$ cat src/rtl/float_normalizer_if.sv
// Handshake and data bundle between the half-precision adder, the
// normalizer and the downstream consumer. The normalizer takes the slave
// view; the environment driving it takes the master view.
interface float_normalizer_if #(
  parameter int EXP_W  = 5,
  parameter int MANT_W = 10
);
  // Upstream side: raw adder result
  logic                    in_valid;
  logic                    in_ready;
  logic                    in_sign;
  logic [EXP_W-1:0]        in_exp;
  logic [MANT_W:0]         in_mant;
  logic                    in_carry;
  // Downstream side: normalized half-precision word
  logic                    out_valid;
  logic                    out_ready;
  logic [EXP_W+MANT_W:0]   out_result;
  logic                    out_zero;
  logic                    out_overflow;
  logic                    out_underflow;

  modport slave (
    input  in_valid, in_sign, in_exp, in_mant, in_carry, out_ready,
    output in_ready, out_valid, out_result, out_zero, out_overflow, out_underflow
  );

  modport master (
    output in_valid, in_sign, in_exp, in_mant, in_carry, out_ready,
    input  in_ready, out_valid, out_result, out_zero, out_overflow, out_underflow
  );
endinterface

$ cat src/rtl/float_normalizer.sv
// Post-adder normalizer for IEEE 754 half precision. Folds the adder
// carry-out into the exponent, then left-shifts one bit per cycle until the
// hidden bit is set, saturating to infinity or flushing to zero at the
// exponent limits. Optional macro FLOAT_NORM_ROUND_EN enables
// round-to-nearest-even on the carry path using the bit shifted out.
module float_normalizer #(
  parameter int EXP_W   = 5,
  parameter int MANT_W  = 10,
  parameter int EXP_MAX = 31
) (
  input logic                 clk,
  input logic                 rst_n,
  float_normalizer_if.slave   bus
);

  localparam int RES_W = 1 + EXP_W + MANT_W;
  // Exponent is carried one bit wider so +1 on carry and -1 on shift never wrap
  localparam logic [EXP_W:0] EXP_LIM = (EXP_W+1)'(EXP_MAX);

  typedef enum logic [1:0] {IDLE, NORM, OUT} state_t;

  state_t             state_q, state_d;
  logic               sign_q, sign_d;
  logic [EXP_W:0]     exp_q, exp_d;
  logic [MANT_W:0]    mant_q, mant_d;
  logic [RES_W-1:0]   res_q, res_d;
  logic               zero_q, zero_d;
  logic               ovf_q, ovf_d;
  logic               unf_q, unf_d;
  logic               out_valid_q, out_valid_d;
`ifdef FLOAT_NORM_ROUND_EN
  logic               guard_q, guard_d;
`endif

  logic               round_up;
  logic [MANT_W:0]    frac_r;
  logic [EXP_W:0]     exp_r;
  logic               norm_done;

  // Normalization ends on zero, saturation, hidden bit set, or exponent floor
  assign norm_done = (mant_q == '0) || (exp_q >= EXP_LIM) || mant_q[MANT_W] ||
                     (exp_q <= (EXP_W+1)'(1));

  // State register
  always_ff @(posedge clk or negedge rst_n) begin
    if (!rst_n) state_q <= IDLE;
    else        state_q <= state_d;
  end

  // Next-state logic
  always_comb begin
    state_d = state_q;
    unique case (state_q)
      IDLE: if (bus.in_valid)
              state_d = (bus.in_exp == EXP_W'(EXP_MAX)) ? OUT : NORM;
      NORM: if (norm_done) state_d = OUT;
      OUT:  if (out_valid_q && bus.out_ready) state_d = IDLE;
      default: state_d = IDLE;
    endcase
  end

  // Output/datapath logic: load, shift, round and build the result word
  always_comb begin
    // NOTE: every comb output gets a default first so no path can infer a latch.
    sign_d      = sign_q;
    exp_d       = exp_q;
    mant_d      = mant_q;
    res_d       = res_q;
    zero_d      = zero_q;
    ovf_d       = ovf_q;
    unf_d       = unf_q;
    out_valid_d = out_valid_q;
`ifdef FLOAT_NORM_ROUND_EN
    guard_d     = guard_q;
    // A single guard bit set is always a tie; round to even by bumping odd LSBs
    round_up    = guard_q & mant_q[0];
`else
    round_up    = 1'b0;
`endif
    frac_r = {1'b0, mant_q[MANT_W-1:0]} + (MANT_W+1)'(round_up);
    exp_r  = exp_q + (EXP_W+1)'(frac_r[MANT_W]);

    unique case (state_q)
      IDLE: begin
        if (bus.in_valid) begin
          sign_d = bus.in_sign;
          if (bus.in_carry) begin
            mant_d = {1'b1, bus.in_mant[MANT_W:1]};
            exp_d  = {1'b0, bus.in_exp} + (EXP_W+1)'(1);
`ifdef FLOAT_NORM_ROUND_EN
            guard_d = bus.in_mant[0];
`endif
          end else begin
            mant_d = bus.in_mant;
            exp_d  = {1'b0, bus.in_exp};
`ifdef FLOAT_NORM_ROUND_EN
            guard_d = 1'b0;
`endif
          end
          // Infinity/NaN input bypasses normalization as signed infinity
          if (bus.in_exp == EXP_W'(EXP_MAX)) begin
            res_d = {bus.in_sign, {EXP_W{1'b1}}, {MANT_W{1'b0}}};
            ovf_d = 1'b1;
          end
        end
      end
      NORM: begin
        if (mant_q == '0) begin
          res_d  = '0;
          zero_d = 1'b1;
        end else if (exp_q >= EXP_LIM) begin
          res_d = {sign_q, {EXP_W{1'b1}}, {MANT_W{1'b0}}};
          ovf_d = 1'b1;
        end else if (mant_q[MANT_W]) begin
          if (exp_r >= EXP_LIM) begin
            res_d = {sign_q, {EXP_W{1'b1}}, {MANT_W{1'b0}}};
            ovf_d = 1'b1;
          end else begin
            res_d = {sign_q, exp_r[EXP_W-1:0], frac_r[MANT_W-1:0]};
          end
        end else if (exp_q > (EXP_W+1)'(1)) begin
          mant_d = {mant_q[MANT_W-1:0], 1'b0};
          exp_d  = exp_q - (EXP_W+1)'(1);
        end else begin
          // Denormals are not produced: flush to signed zero
          res_d = {sign_q, {(RES_W-1){1'b0}}};
          unf_d = 1'b1;
        end
      end
      OUT: begin
        // out_valid rises one cycle after entering OUT
        out_valid_d = 1'b1;
        if (out_valid_q && bus.out_ready) begin
          out_valid_d = 1'b0;
          zero_d      = 1'b0;
          ovf_d       = 1'b0;
          unf_d       = 1'b0;
        end
      end
      default: ;
    endcase
  end

  // Datapath and output registers; reset aborts any operation in flight
  always_ff @(posedge clk or negedge rst_n) begin
    // NOTE: sequential state uses <= so all registers update from pre-edge values.
    if (!rst_n) begin
      sign_q      <= 1'b0;
      exp_q       <= '0;
      mant_q      <= '0;
      res_q       <= '0;
      zero_q      <= 1'b0;
      ovf_q       <= 1'b0;
      unf_q       <= 1'b0;
      out_valid_q <= 1'b0;
`ifdef FLOAT_NORM_ROUND_EN
      guard_q     <= 1'b0;
`endif
    end else begin
      sign_q      <= sign_d;
      exp_q       <= exp_d;
      mant_q      <= mant_d;
      res_q       <= res_d;
      zero_q      <= zero_d;
      ovf_q       <= ovf_d;
      unf_q       <= unf_d;
      out_valid_q <= out_valid_d;
`ifdef FLOAT_NORM_ROUND_EN
      guard_q     <= guard_d;
`endif
    end
  end

  assign bus.in_ready      = (state_q == IDLE);
  assign bus.out_valid     = out_valid_q;
  assign bus.out_result    = res_q;
  assign bus.out_zero      = zero_q;
  assign bus.out_overflow  = ovf_q;
  assign bus.out_underflow = unf_q;

endmodule

$ cat src/flat_wrapper.sv
// flat-port wrapper written by rule: the top's interface ports become plain ports
module float_normalizer_flat 
#(
  parameter int EXP_W   = 5,
  parameter int MANT_W  = 10,
  parameter int EXP_MAX = 31
)
  (clk, rst_n, bus_in_valid, bus_in_sign, bus_in_exp, bus_in_mant, bus_in_carry, bus_out_ready, bus_in_ready, bus_out_valid, bus_out_result, bus_out_zero, bus_out_overflow, bus_out_underflow);
  float_normalizer_if #(.EXP_W(EXP_W), .MANT_W(MANT_W)) bus_i ();
  input logic clk;
  input logic rst_n;
  input wire logic [$bits(bus_i.in_valid)-1:0] bus_in_valid;
  input wire logic [$bits(bus_i.in_sign)-1:0] bus_in_sign;
  input wire logic [$bits(bus_i.in_exp)-1:0] bus_in_exp;
  input wire logic [$bits(bus_i.in_mant)-1:0] bus_in_mant;
  input wire logic [$bits(bus_i.in_carry)-1:0] bus_in_carry;
  input wire logic [$bits(bus_i.out_ready)-1:0] bus_out_ready;
  output wire logic [$bits(bus_i.in_ready)-1:0] bus_in_ready;
  output wire logic [$bits(bus_i.out_valid)-1:0] bus_out_valid;
  output wire logic [$bits(bus_i.out_result)-1:0] bus_out_result;
  output wire logic [$bits(bus_i.out_zero)-1:0] bus_out_zero;
  output wire logic [$bits(bus_i.out_overflow)-1:0] bus_out_overflow;
  output wire logic [$bits(bus_i.out_underflow)-1:0] bus_out_underflow;
  assign bus_i.in_valid = bus_in_valid;
  assign bus_i.in_sign = bus_in_sign;
  assign bus_i.in_exp = bus_in_exp;
  assign bus_i.in_mant = bus_in_mant;
  assign bus_i.in_carry = bus_in_carry;
  assign bus_i.out_ready = bus_out_ready;
  assign bus_in_ready = bus_i.in_ready;
  assign bus_out_valid = bus_i.out_valid;
  assign bus_out_result = bus_i.out_result;
  assign bus_out_zero = bus_i.out_zero;
  assign bus_out_overflow = bus_i.out_overflow;
  assign bus_out_underflow = bus_i.out_underflow;
  float_normalizer #(.EXP_W(EXP_W), .MANT_W(MANT_W), .EXP_MAX(EXP_MAX)) u_core (.clk(clk), .rst_n(rst_n), .bus(bus_i));
endmodule
$ cat config.mk
export PLATFORM = sky130hd
export DESIGN_NAME = float_normalizer_flat
export DESIGN_NICKNAME = d
export VERILOG_FILES = /design/src/rtl/float_normalizer_if.sv /design/src/rtl/float_normalizer.sv /design/src/flat_wrapper.sv
export SDC_FILE = /design/constraint.sdc
export NUM_CORES = 1
export LEC_CHECK = 0
export CAP_MARGIN = 15
export CORE_MARGIN = 2
export CORE_UTILIZATION = 52
export DETAILED_ROUTE_END_ITERATION = 10
export HOLD_SLACK_MARGIN = 0.06
export PLACE_DENSITY = 0.85
export SETUP_SLACK_MARGIN = 0.02
export SYNTH_ARGS = -nofsm -noshare
export SYNTH_HDL_FRONTEND = slang
export SYNTH_SLANG_ARGS = --single-unit
$ cat constraint.sdc
create_clock -name clk -period 2.2 [get_ports clk]
set_input_delay 0.44 -clock clk [delete_from_list [all_inputs] [get_ports clk]]
set_output_delay 0.44 -clock clk [all_outputs]
set_load 0.02 [all_outputs]
-- After elaboration in Yosys (flattened, before gate mapping)
Cells that the tools add are included.
- bits in registers: 40
- output and inout bits: 21
- logic and storage cells: 88
- bits of input ports: 22
- multiplexer cells: 40
- reduce and logical (&&, ||, !) cells: 17
- magnitude comparators: 3
- equal/unequal tests: 16
- add/subtract/negate cells: 2
- operators by type and width (cell ; number):
    $mux W16 ; 6
    $mux W11 ; 6
    $mux W6 ; 6
    $pmux W16 S2 ; 1
    $pmux W11 S2 ; 1
    $pmux W6 S2 ; 1
    $reduce_and A6 Y1 ; 2
    $logic_not A11 Y1 ; 1
    $mux W1 ; 11
    $ne A2 B1 Y1 const B ; 5
    $ne A2 B2 Y1 const B ; 5
    $mux W2 ; 4
    $reduce_and A4 Y1 ; 2
    $reduce_and A7 Y1 ; 1
    $add A5 B1 Y6 const B ; 1
    $ge A6 B5 Y1 const B ; 1
    $gt A6 B1 Y1 const B ; 1
    $le A6 B1 Y1 const B ; 1
    $ne A3 B1 Y1 const B ; 2
    $pmux W2 S3 ; 1
    $reduce_and A3 Y1 ; 2
    $sub A6 B1 Y6 const B ; 1
    $eq A5 B5 Y1 const B ; 1
    $ne A5 B2 Y1 const B ; 1
    other kinds (10) ; 14

-- Depth between registers and ports, before layout
- depth in word-level cells: 6
- gate-level depth with buffers: 8
- gate-level depth less buffers: 7

-- Worst setup path after synthesis
Ideal clock, no wire load.
- path type: register to register
- start: reg u_core.exp_q[0]
- end: reg u_core.res_q[10] (netlist: u_core.bus.out_result[10])
- cell stages (with the launch flop): 6
- period minus slack after synthesis: 1.892 ns
- slack: 0.308 ns
- required time: 2.075 ns
- data arrival time: 1.768 ns
- buffers on the path: 0
- setup time: 0.125 ns
- path through: dfrtp_1 -> ha_1 -> a41oi_4 -> nand2_4 -> o31ai_4 -> mux2_2
- word-level cells in the longest chain between the ends: 4
- elaborated cells on any way between the ends: 8
- classes of those cells: order compare (2); eq/ne (1); mux (4); reduce/logical (1)
- RTL lines (what ; RTL line ; text):
    from (decl) ; float_normalizer.sv:24 ; logic [EXP_W:0] exp_q, exp_d;
    from (signal assigned) ; float_normalizer.sv:161 ; exp_q <= exp_d;
    $ge A6 B5 Y1 / $mux W16 (equally long branches) ; float_normalizer.sv:111, float_normalizer.sv:115, float_normalizer.sv:114 ;
    $mux W16 ; float_normalizer.sv:111 ; end else if (exp_q >= EXP_LIM) begin
    $mux W16 ; float_normalizer.sv:108 ; if (mant_q == '0) begin
    $pmux W16 S2 ; float_normalizer.sv:83 ; unique case (state_q)
    to (signal assigned) ; float_normalizer.sv:163 ; res_q <= res_d;
    to (decl) ; float_normalizer.sv:26 ; logic [RES_W-1:0] res_q, res_d;
Parallel ways exist; a longest one is shown, timed or not.
A chain may end at the register's enable or synchronous reset.

-- Worst setup path in the final report
- start: reg u_core.exp_q[0]
- end: reg u_core.res_q[14] (netlist: u_core.bus.out_result[14])
- word-level cells in the longest chain between the ends: 4
- elaborated cells on any way between the ends: 7
- classes of those cells: order compare (2); eq/ne (1); mux (3); reduce/logical (1)
- RTL lines (what ; RTL line):
    $ge A6 B5 Y1 ; float_normalizer.sv:111, float_normalizer.sv:115
    $mux W16 ; float_normalizer.sv:111
    $mux W16 ; float_normalizer.sv:108
    $pmux W16 S2 ; float_normalizer.sv:83
Parallel ways exist; a longest one is shown, timed or not.

==> run_results.csv <==
group,metric,value,unit
floorplanning,floorplan.io_pins,43,
timing,totalNegativeSetupSlack,0,ns
logic_synthesis,synth_top_area_share,43.1,%
timing,grt_setup_unrepaired,"true",
timing,maxSlewHeadroom,62.1,%
logic_synthesis,ys_ff_latch,40,
timing,fin_worst_skew,0.00590,ns
timing,report.final.hold_viol_count,0,
placement,dpl.cell_count,329,
detailed_routing,detail_route.drc_violations,0,
logic_synthesis,yosysSeqAreaShare,43.1,%
clocking,clock_latency,0.29,ns
clocking,numCtsBuffers,5,
detailed_routing,dr.pass1.iters,4,
cells_and_area,number_of_nets_in_the_final_layout,312,
clocking,clkTransAtPathRegs,0.07,ns
power_and_ir_drop,power_density_over_cell_area,1300,mW/mm2
logic_synthesis,synthesized_net_count,255,
worst_setup_path,worst-path-max-fanout,7,
logic_synthesis,yosys_warnings,0,
worst_setup_path,reg2reg_setup_slack,0.05,ns
logic_synthesis,synth_async_sr_flop_share,100,%
worst_setup_path,worst_ep_arrival_time,2.33,ns
logic_synthesis,synthCells,228,
logic_synthesis,post_synth_fa_ha_maj_area_fraction,2.70,%
detailed_routing,post_drt_via_cell_ratio,5.88,
timing,timing.final.setup_violations,0,
cells_and_area,multi_input_comb_area,0.00119,mm2
floorplanning,fp.coreArea,0.00432,mm2
global_route,global_route_wire_length_before_repair,8990,um
flow_run,timing.max_cap.violations,0,
hold_path,worstHoldPathType,"in2async",
clocking,clk_root_buffer_cell,"sky130_fd_sc_hd__clkbuf_8",
worst_setup_path,critPathRequiredTime,2.38,ns
logic_synthesis,mappedNetlistArea,0.00232,mm2
global_route,initial_antenna_violation_count,0,
worst_setup_path,startpoint_type,"flop",
timing,finalCriticalPeriod,2.15,ns
logic_synthesis,yosys.area_share.xor_xnor,1.13,%
floorplanning,die_height,70.8,um
power_and_ir_drop,ir_worst_vdd,693,uV
logic_synthesis,yosys-mux-area-fraction,12.9,%
cells_and_area,layout.cells.non_filler,337,
clocking,max-clock-path-buffers,2,
worst_setup_path,end_kind,"flop",
placement,port-buffer-count,42,
cells_and_area,flow.area_growth_from_synthesis,28.3,%
logic_synthesis,synth-compound-area-share,21.4,%
detailed_routing,routed-via-count,1982,
cells_and_area,antenna_cells_inserted,0,
power_and_ir_drop,static-leakage-power,1.32,nW
logic_synthesis,synth.area.top_cells,"sky130_fd_sc_hd__dfrtp_1, sky130_fd_sc_hd__mux2i_1, sky130_fd_sc_hd__mux2_2",
floorplanning,core.rowCount,24,
clocking,tritoncts,"done",
detailed_routing,drt-wirelength-per-cell,16.4,um
clocking,cts_htree_levels,2,
detailed_routing,route.final.wire_length,5540,um
placement,detailedPlacementHpwl,4050,um
worst_setup_path,critical_path_type,"reg2reg",
logic_synthesis,yosys.area.top_type,"sky130_fd_sc_hd__dfrtp_1",
logic_synthesis,synth_edf_count,0,
clocking,cts_num_sinks,40,
cells_and_area,layout_cells_sized_above_1,17.5,%
cells_and_area,fill_cells,356,
run_status,status,"completed",
floorplanning,dieWidth,70.8,um
logic_synthesis,synth_top_family_by_area,"compound AO/OA/AOI/OAI gates",
logic_synthesis,synth_most_common_cell,"sky130_fd_sc_hd__dfrtp_1",
global_route,pin_count_of_the_biggest_net_entering_global_routing,41,
clocking,cts_hold_buffers,0,
floorplanning,die-area,0.00501,mm2
timing,fmax,465,MHz
timing,tightestPinTransition,0.569,ns
floorplanning,initial_core_util,53.6,%
detailed_routing,detailedRoute.firstIterationViolations,136,
detailed_routing,ant_nets_after_route,0,
global_route,grt_pass1_vias,1932,
logic_synthesis,yosys-top-cells-count,"sky130_fd_sc_hd__dfrtp_1, sky130_fd_sc_hd__nor2_1, sky130_fd_sc_hd__mux2i_1",
logic_synthesis,postSynth.topFlopCell,"sky130_fd_sc_hd__dfrtp_1",
cells_and_area,area_of_all_sequential_standard_cells,0.00100,mm2
placement,routabilityCongestion,0.881,
timing,final.period_utilization,97.7,%
logic_synthesis,ys_types,50,
global_route,globalRouteOverflowTotal,0,
timing,maxSlewViolCount,0,
logic_synthesis,synth.avg_cell_area,10.2,um2
global_route,grt_util_all_layers,22.7,%
logic_synthesis,area_fraction_in_and_or_nand_and_nor_cells_after_synthesis,12.9,%
## placed cells by master, fill, tap and decap left out, types with 2 or more instances in the layout
cell type	instances
sky130_fd_sc_hd__a22o_1	10
sky130_fd_sc_hd__xnor2_1	3
sky130_fd_sc_hd__inv_1	14
sky130_fd_sc_hd__clkdlybuf4s50_1	41
sky130_fd_sc_hd__a311oi_1	2
sky130_fd_sc_hd__a21oi_1	10
sky130_fd_sc_hd__a211oi_2	2
sky130_fd_sc_hd__o21ba_2	2
sky130_fd_sc_hd__a31oi_1	10
sky130_fd_sc_hd__ha_1	5
sky130_fd_sc_hd__and3_1	3
sky130_fd_sc_hd__nor3_1	4
sky130_fd_sc_hd__nand2b_1	2
sky130_fd_sc_hd__nor2_1	21
sky130_fd_sc_hd__o21ai_0	4
sky130_fd_sc_hd__clkbuf_8	5
sky130_fd_sc_hd__nor4_1	3
sky130_fd_sc_hd__nand4_1	2
sky130_fd_sc_hd__mux2i_1	21
sky130_fd_sc_hd__nand3_1	4
sky130_fd_sc_hd__mux2_2	7
sky130_fd_sc_hd__buf_4	20
sky130_fd_sc_hd__nand2_1	15
sky130_fd_sc_hd__a211oi_1	4
sky130_fd_sc_hd__dfrtp_1	39
sky130_fd_sc_hd__o211ai_1	2
## metal layers
metal	routed length (um)	share of wire [%]	track usage (%)
met1	2450	44	30.0
met2	2630	48	36.6
met3	368	6.6	6.27
met4	91	1.6	7.55
met5	0	0	0
## cell type report
| type | count | area share [%] |
|---|---|---|
| clock buffers | 6 | 2.44 |
| clock inverters | 1 | 0.168 |
| inverters | 14 | 1.77 |
| multi-input cells | 161 | 40.1 |
| flip-flops and latches | 40 | 33.7 |
| well taps | 52 | 2.19 |
| repair buffers | 63 | 19.7 |
## logic make-up after synthesis
| group | Yosys count |
|---|---|
| AO/OA/AOI/OAI | 62 |
| XOR/XNOR | 3 |
| adder cells (fa/ha/maj) | 5 |
| buffers and inverters | 27 |
| flip-flops | 40 |
| multiplexers | 29 |
| AND/OR/NAND/NOR | 62 |
## sequential cells by signal, summed over array words and instances (netlist names)
name                      flops
u_core.bus.out_overflow       1
u_core.bus.out_result        16
u_core.bus.out_underflow      1
u_core.bus.out_valid          1
u_core.bus.out_zero           1
u_core.exp_q                  6
u_core.mant_q                11
u_core.sign_q                 1
u_core.state_q                2
## final timing paths
| path | start | end | cells past startpoint |
|---|---|---|---|
| min | rst_n | u_core.exp_q[5] | 2 |
| max | u_core.exp_q[0] | u_core.bus.out_result[14] | 5 |
| min reg2reg | u_core.bus.out_result[11] | u_core.bus.out_result[11] | 1 |
| min in group clk | u_core.bus.out_result[11] | u_core.bus.out_result[11] | 1 |
| max in group asynchronous | rst_n | u_core.exp_q[0] | 2 |
| max reg2reg | u_core.exp_q[0] | u_core.bus.out_result[14] | 5 |
## through the flow
stage | power [W] | worst slack, ns | utilization (%) | hold slack [ns] | instance area [um2]
floorplan | 0.00263 | 0.308 | - | 0.144 | 2320
detailed placement | 0.00335 | -0.228 | 66.6 | 0.489 | 2880
finish | 0.00386 | 0.0500 | 68.8 | 0.196 | 2980
global route | 0.00409 | -0.00821 | 68.8 | 0.241 | 2980
CTS | 0.00381 | 0.0403 | 68.4 | 0.217 | 2960
global placement | 0.00328 | -0.132 | 66.6 | 0.480 | 2880
## worst max-delay path, stage by stage (launching register included)
cell and delay (ns):
sky130_fd_sc_hd__dfrtp_2 0.44, sky130_fd_sc_hd__ha_1 0.25, sky130_fd_sc_hd__a41oi_4 0.29, sky130_fd_sc_hd__nand2_4 0.10, sky130_fd_sc_hd__o31ai_4 0.55, sky130_fd_sc_hd__mux2_2 0.40
## where the power goes
group / total (W) / switching [W] / internal [W]
clock network: 0.000462 / 0.000246 / 0.000216
logic: 0.00201 / 0.00105 / 0.000961
registers: 0.00139 / 0.000337 / 0.00105
total: 0.00386 / 0.00164 / 0.00223
## what timing repair did
action | 4_1_cts | 5_1_grt
setup endpoints to repair | 0 | 15
setup buffers | 0 | 1
resized for setup | 0 | 4
(Power assumes the default switching activity.)
